File: src/rtl/nibble_add_seq_pkg.sv
// Shared definitions for the nibble-serial add/subtract sequencer:
// FSM state encoding, slice width and elaboration-time helpers.
package nibble_add_seq_pkg;

    // Width of the single adder slice reused on every RUN cycle.
    localparam int NIBBLE_W = 4;

    // Sequencer states; the encoding is also exposed on the debug port.
    typedef enum logic [1:0] {
        ST_IDLE = 2'd0,
        ST_RUN  = 2'd1,
        ST_DONE = 2'd2
    } state_t;

    // Ceiling log2, used to size the nibble index.
    function automatic int clog2(input int value);
        int result;
        int rem;
        result = 0;
        rem    = value - 1;
        for (int i = 0; i < 32; i++) begin
            if (rem > 0) begin
                result = result + 1;
                rem    = rem >> 1;
            end
        end
        return result;
    endfunction

    // Number of nibble steps needed to cover an operand of the given width.
    function automatic int nib_count(input int width);
        return width / NIBBLE_W;
    endfunction

endpackage

File: src/rtl/nibble_add_seq_add4.sv
// Combinational 4-bit adder slice with carry in and carry out.
module add4_cin
    import nibble_add_seq_pkg::*;
(
    input  logic [3:0] a,
    input  logic [3:0] b,
    input  logic       cin,
    output logic [3:0] s,
    output logic       cout
);

    // Five-bit sum so the slice carry falls out of the top bit.
    assign {cout, s} = {1'b0, a} + {1'b0, b} + {4'b0000, cin};

endmodule

File: src/rtl/nibble_add_seq.sv
// Multi-precision add/subtract sequencer. One 4-bit adder slice is walked
// across the operands least-significant nibble first, with the carry held
// in a register between nibbles. Host handshake is start/ready in, done out.
//
// Handshake: a request is accepted on a rising edge where start=1 and
// ready=1 (IDLE or DONE). The result on sum/cout/ovf is valid from the
// cycle done=1 and is held until the next accepted request. start while
// busy=1 is ignored and nothing is queued.
//
// WIDTH must be a multiple of 4 and at least 8.
module nibble_add_seq
    import nibble_add_seq_pkg::*;
#(
    parameter int WIDTH = 16
) (
    input  logic             clk,
    input  logic             rst,
    input  logic             start,
    input  logic             sub,
    input  logic [WIDTH-1:0] a,
    input  logic [WIDTH-1:0] b,
    output logic             ready,
    output logic             busy,
    output logic             done,
    output logic [WIDTH-1:0] sum,
    output logic             cout,
    output logic             ovf,
    output logic [1:0]       state_dbg
);

    localparam int NIB   = nib_count(WIDTH);
    localparam int IDX_W = (clog2(NIB) < 1) ? 1 : clog2(NIB);
    localparam logic [IDX_W-1:0] LAST_IDX = IDX_W'(NIB - 1);

    state_t           state;
    logic [IDX_W-1:0] idx;
    logic             carry;
    logic [WIDTH-1:0] a_r;
    logic [WIDTH-1:0] b_r;

    logic [IDX_W+1:0] bit_base;
    logic [3:0]       nib_a;
    logic [3:0]       nib_b;
    logic [3:0]       nib_s;
    logic             nib_c;
    logic             last;

    // Bit offset of the nibble currently being processed (idx * 4).
    assign bit_base = {idx, 2'b00};
    assign nib_a    = a_r[bit_base +: NIBBLE_W];
    assign nib_b    = b_r[bit_base +: NIBBLE_W];
    assign last     = (idx == LAST_IDX);

    add4_cin u_add4 (
        .a    (nib_a),
        .b    (nib_b),
        .cin  (carry),
        .s    (nib_s),
        .cout (nib_c)
    );

    // Status flags decode straight from the state register, so they are
    // glitch-free and change only on clock edges.
    assign ready     = (state == ST_IDLE) || (state == ST_DONE);
    assign busy      = (state == ST_RUN);
    assign done      = (state == ST_DONE);
    assign state_dbg = state;

    // Sequencer: accept operands, step one nibble per RUN cycle, then report.
    always_ff @(posedge clk) begin
        if (rst) begin
            state <= ST_IDLE;
            idx   <= '0;
            carry <= 1'b0;
            a_r   <= '0;
            b_r   <= '0;
            sum   <= '0;
            cout  <= 1'b0;
            ovf   <= 1'b0;
        end else begin
            case (state)
                ST_IDLE, ST_DONE: begin
                    if (start) begin
                        // Subtraction is a + ~b + 1: invert b here and seed
                        // the carry with 1 so the datapath only ever adds.
                        a_r   <= a;
                        b_r   <= sub ? ~b : b;
                        carry <= sub;
                        idx   <= '0;
                        sum   <= '0;
                        cout  <= 1'b0;
                        ovf   <= 1'b0;
                        state <= ST_RUN;
                    end else begin
                        state <= ST_IDLE;
                    end
                end
                ST_RUN: begin
                    sum[bit_base +: NIBBLE_W] <= nib_s;
                    carry                     <= nib_c;
                    if (last) begin
                        // Overflow: operand signs (after b inversion) agree
                        // but the result sign differs from them.
                        cout  <= nib_c;
                        ovf   <= (a_r[WIDTH-1] ~^ b_r[WIDTH-1]) &
                                 (nib_s[3] ^ a_r[WIDTH-1]);
                        idx   <= '0;
                        state <= ST_DONE;
                    end else begin
                        idx <= idx + 1'b1;
                    end
                end
                default: begin
                    state <= ST_IDLE;
                end
            endcase
        end
    end

endmodule

File: config.mk
export PLATFORM = sky130hd
export DESIGN_NAME = nibble_add_seq
export DESIGN_NICKNAME = d
export VERILOG_FILES = /design/src/rtl/nibble_add_seq_pkg.sv /design/src/rtl/nibble_add_seq_add4.sv /design/src/rtl/nibble_add_seq.sv
export SDC_FILE = /design/constraint.sdc
export NUM_CORES = 1
export LEC_CHECK = 0
export CAP_MARGIN = 10
export CORE_UTILIZATION = 62
export CTS_CLUSTER_SIZE = 14
export DETAILED_ROUTE_END_ITERATION = 8
export DONT_BUFFER_PORTS = 1
export PLACE_DENSITY = 0.78
export SYNTH_ARGS = -nofsm -noshare
export SYNTH_HDL_FRONTEND = slang
export SYNTH_SLANG_ARGS = --single-unit
File: constraint.sdc
create_clock -name clk -period 3.7 [get_ports clk]
set_input_delay 0.74 -clock clk [delete_from_list [all_inputs] [get_ports clk]]
set_output_delay 0.74 -clock clk [all_outputs]
set_load 0.02 [all_outputs]
==> metrics.yaml <==
die-area_mm2: 0.00429
clkPwrFrac_pct: 35.9
holdPathStages: 2
grt_usage_pct: 25.7
vdd_ir_drop_max_uv: 269
grt_max_degree: 56
grt_pass1_wl_um: 8420
avgSynthCellArea_um2: 9.28
antenna_cells: 0
clk-insertion-delay-late_ps: 310
drive_gt1_share_pct: 7.31
die_x_um: 65.5
leakage_uw: 0.000951
power_density_mw_per_mm2: 487
syn_area_mm2: 0.00250
synthArstFlopShare_pct: 0
slowest_stage: "dfxtp_1"
avgViaCountPerCell: 6.13
slew_violations: 0
ff2ff_setup_slack_ps: 890
gp_congestion: 0.820
critPathLaunchType: "register"
rr_worst_depth: 6
crit_chain: "mux4_2, fa_1, fa_1, xor2_1, a22oi_1, nor2_1"
hpwl_um: 3580
ant_nets: 0
ys_types: 30
clkTransAtPathRegs_ps: 100
max_cap_viol_count: 0
dr.pass1.iters: 4
num_vias: 1889
drcViolationCount: 0
cts_sinks: 55
grt_setup_unrepaired: "no"
internal_power_uw: 969
switchingPower_uw: 314
yosysSeqAreaShare_pct: 44.1
hold_viol_final: 0
cts_buffers: 5
postCtsSetupBuffers: 0
std_cell_rows: 22
fin_nets: 304
fmax_ghz: 0.356
synth.most_common_cell: "dfxtp_1"
fin_crit_ps: 2810
design_area_mm2: 0.00263
crit_fanout: 9
cts_max_level: 2
synthFlopType: "dfxtp_1"
io_buffers: 0
fill_cells: 290
min_path_type: "reg -> reg"
finalSetupViolCount: 0
floorplan.initialDensity_pct: 66.2
synth_edf_count: 0
wl_per_cell_um: 16.4
io_pins: 59
cp-end-kind: "register"
finalNonFillerCells: 308
cts_tree: "built"
pwr-share-comb_pct: 13.3
max_slew_margin_pct: 49.8
synth_fp_nets: 314
switching_share_pct: 24.5
synthTopCellsByArea: "dfxtp_1 (44%), mux4_2 (7.2%), a21oi_1 (6.2%), nand2_1 (6.0%), xnor2_1 (5.6%)"
seqPwrFrac_pct: 50.9
yosysTopAreaCellShare_pct: 44.1
place_inst: 300
regArea_mm2: 0.00110
post_dp_cell_area_mm2: 0.00250
ys_warn_count: 0
ys_ff_latch: 55
required_ps: 3960
wl_um: 5060
synthesis.instances: 269
cts_root_buffer: "clkbuf_8"
finalClockSkew_ps: 8.36
critPathMaxStageDelay_ps: 640
worstPathArrival_ps: 3060
overflow: 0
cts_hold_buf: 0
synth_top_area_cell: "dfxtp_1"
fp.dieH_um: 65.5
area_growth_pct: 5.46
yosys-top-cells-count: "dfxtp_1 (55), nand2_1 (40), nor2_1 (33)"
coreArea_mm2: 0.00377
status: "finished, final reports clean"
crit_top_cell: "fa_1"
grt_pass1_vias: 1809
multi_input_area_mm2: 0.00131
drt_iter0_markers: 176
cts_resized: 0
worstSetupPathType: "reg -> reg"
antenna_found_initial: 0
p_total_uw: 1280
tightest_slew_ps: 751
fin_crit_sh_pct: 75.8
fin_tns_setup_ps: 0
ctsLongestPathBuffers: 2
==> cell type report <==
class	instances	area share, %
Clock buffer	6	2.76
Clock inverter	2	2.28
Inverter	3	0.428
Multi-Input combinational cell	192	49.9
Sequential cell	55	41.8
Tap cell	48	2.28
Timing Repair Buffer	2	0.570
==> metal layers <==
| metal | global-route usage, % | vias to the layer above | wire length [um] |
|---|---|---|---|
| li1 | - | 924 | - |
| met2 | 41.1 | 78 | 2460 |
| met5 | 0 | - | 0 |
| met3 | 7.81 | 13 | 401 |
| met1 | 32.5 | 874 | 2110 |
| met4 | 9.78 | 0 | 91 |
==> logic make-up (layout without fill, tap and decap cells) <==
| logic type | Yosys count | in the layout | synth area share [%] |
|---|---|---|---|
| buf+inv | 22 | 13 | 3.61 |
| compound gates | 66 | 66 | 16.8 |
| mux | 8 | 8 | 7.21 |
| xor+xnor | 17 | 17 | 5.96 |
| flops | 55 | 55 | 44.1 |
| simple gates | 92 | 92 | 17.2 |
| fa+ha+maj | 9 | 9 | 5.11 |
==> stage by stage <==
step | utilization (%) | setup slack (ps) | hold WS (ps)
after floorplan | - | 1090 | 433
after global placement | 66.3 | 1000 | 439
after detailed placement | 66.3 | 930 | 441
after CTS | 69.8 | 882 | 455
after global routing | 69.8 | 712 | 470
final | 69.8 | 894 | 452
==> worst paths after layout <==
path | endpoint | start
worst max-delay path | sum[10] | idx[0]
worst min-delay path | a_r[6] | a_r[6]
worst max register to register | sum[10] | idx[0]
worst min register to register | a_r[6] | a_r[6]
==> flip-flops by register name (all words and copies together) (netlist names) <==
| signal | flops |
|---|---|
| a_r | 16 |
| b_r | 16 |
| sum | 16 |
| idx | 2 |
| state_dbg | 2 |
| carry | 1 |
| cout | 1 |
| ovf | 1 |
==> worst max-delay path: cells and delay by family (launching register included) <==
family                     cells  cell delay (ps)
AOI/OAI and AO/OA              1              160
xor gates and xnor gates       1              370
adders and majority gates      2              880
DFF                            1              640
muxes                          1              600
and+or+nand+nor                1              100
==> cell usage in the layout, fill, tap and decap left out, drive strengths merged, types with 2 or more instances in the layout <==
master / netlist / routed
dfxtp: 55 / 55
nand2b: 2 / 2
mux4: 8 / 8
nor2: 33 / 33
fa: 2 / 2
inv: 3 / 3
nor4: 2 / 2
nor2b: 3 / 3
and3: 3 / 3
a22oi: 14 / 14
a21oi: 31 / 31
xnor2: 16 / 16
nand2: 40 / 40
clkbuf: 7 / 6
a211oi: 16 / 16
bufinv: 0 / 2
or3b: 4 / 4
buf: 12 / 2
ha: 7 / 7
==> power groups by stage <==
stage / Clock [uW] / Sequential [uW] / Combinational [uW]
6_report: 460 / 653 / 170
5_1_grt: 490 / 658 / 189
4_1_cts: 464 / 653 / 169
3_5_place_dp: 0 / 667 / 168
3_3_place_gp: 0 / 666 / 162
2_1_floorplan: 0 / 655 / 151
Note: power is estimated with default switching activity, not from simulation.
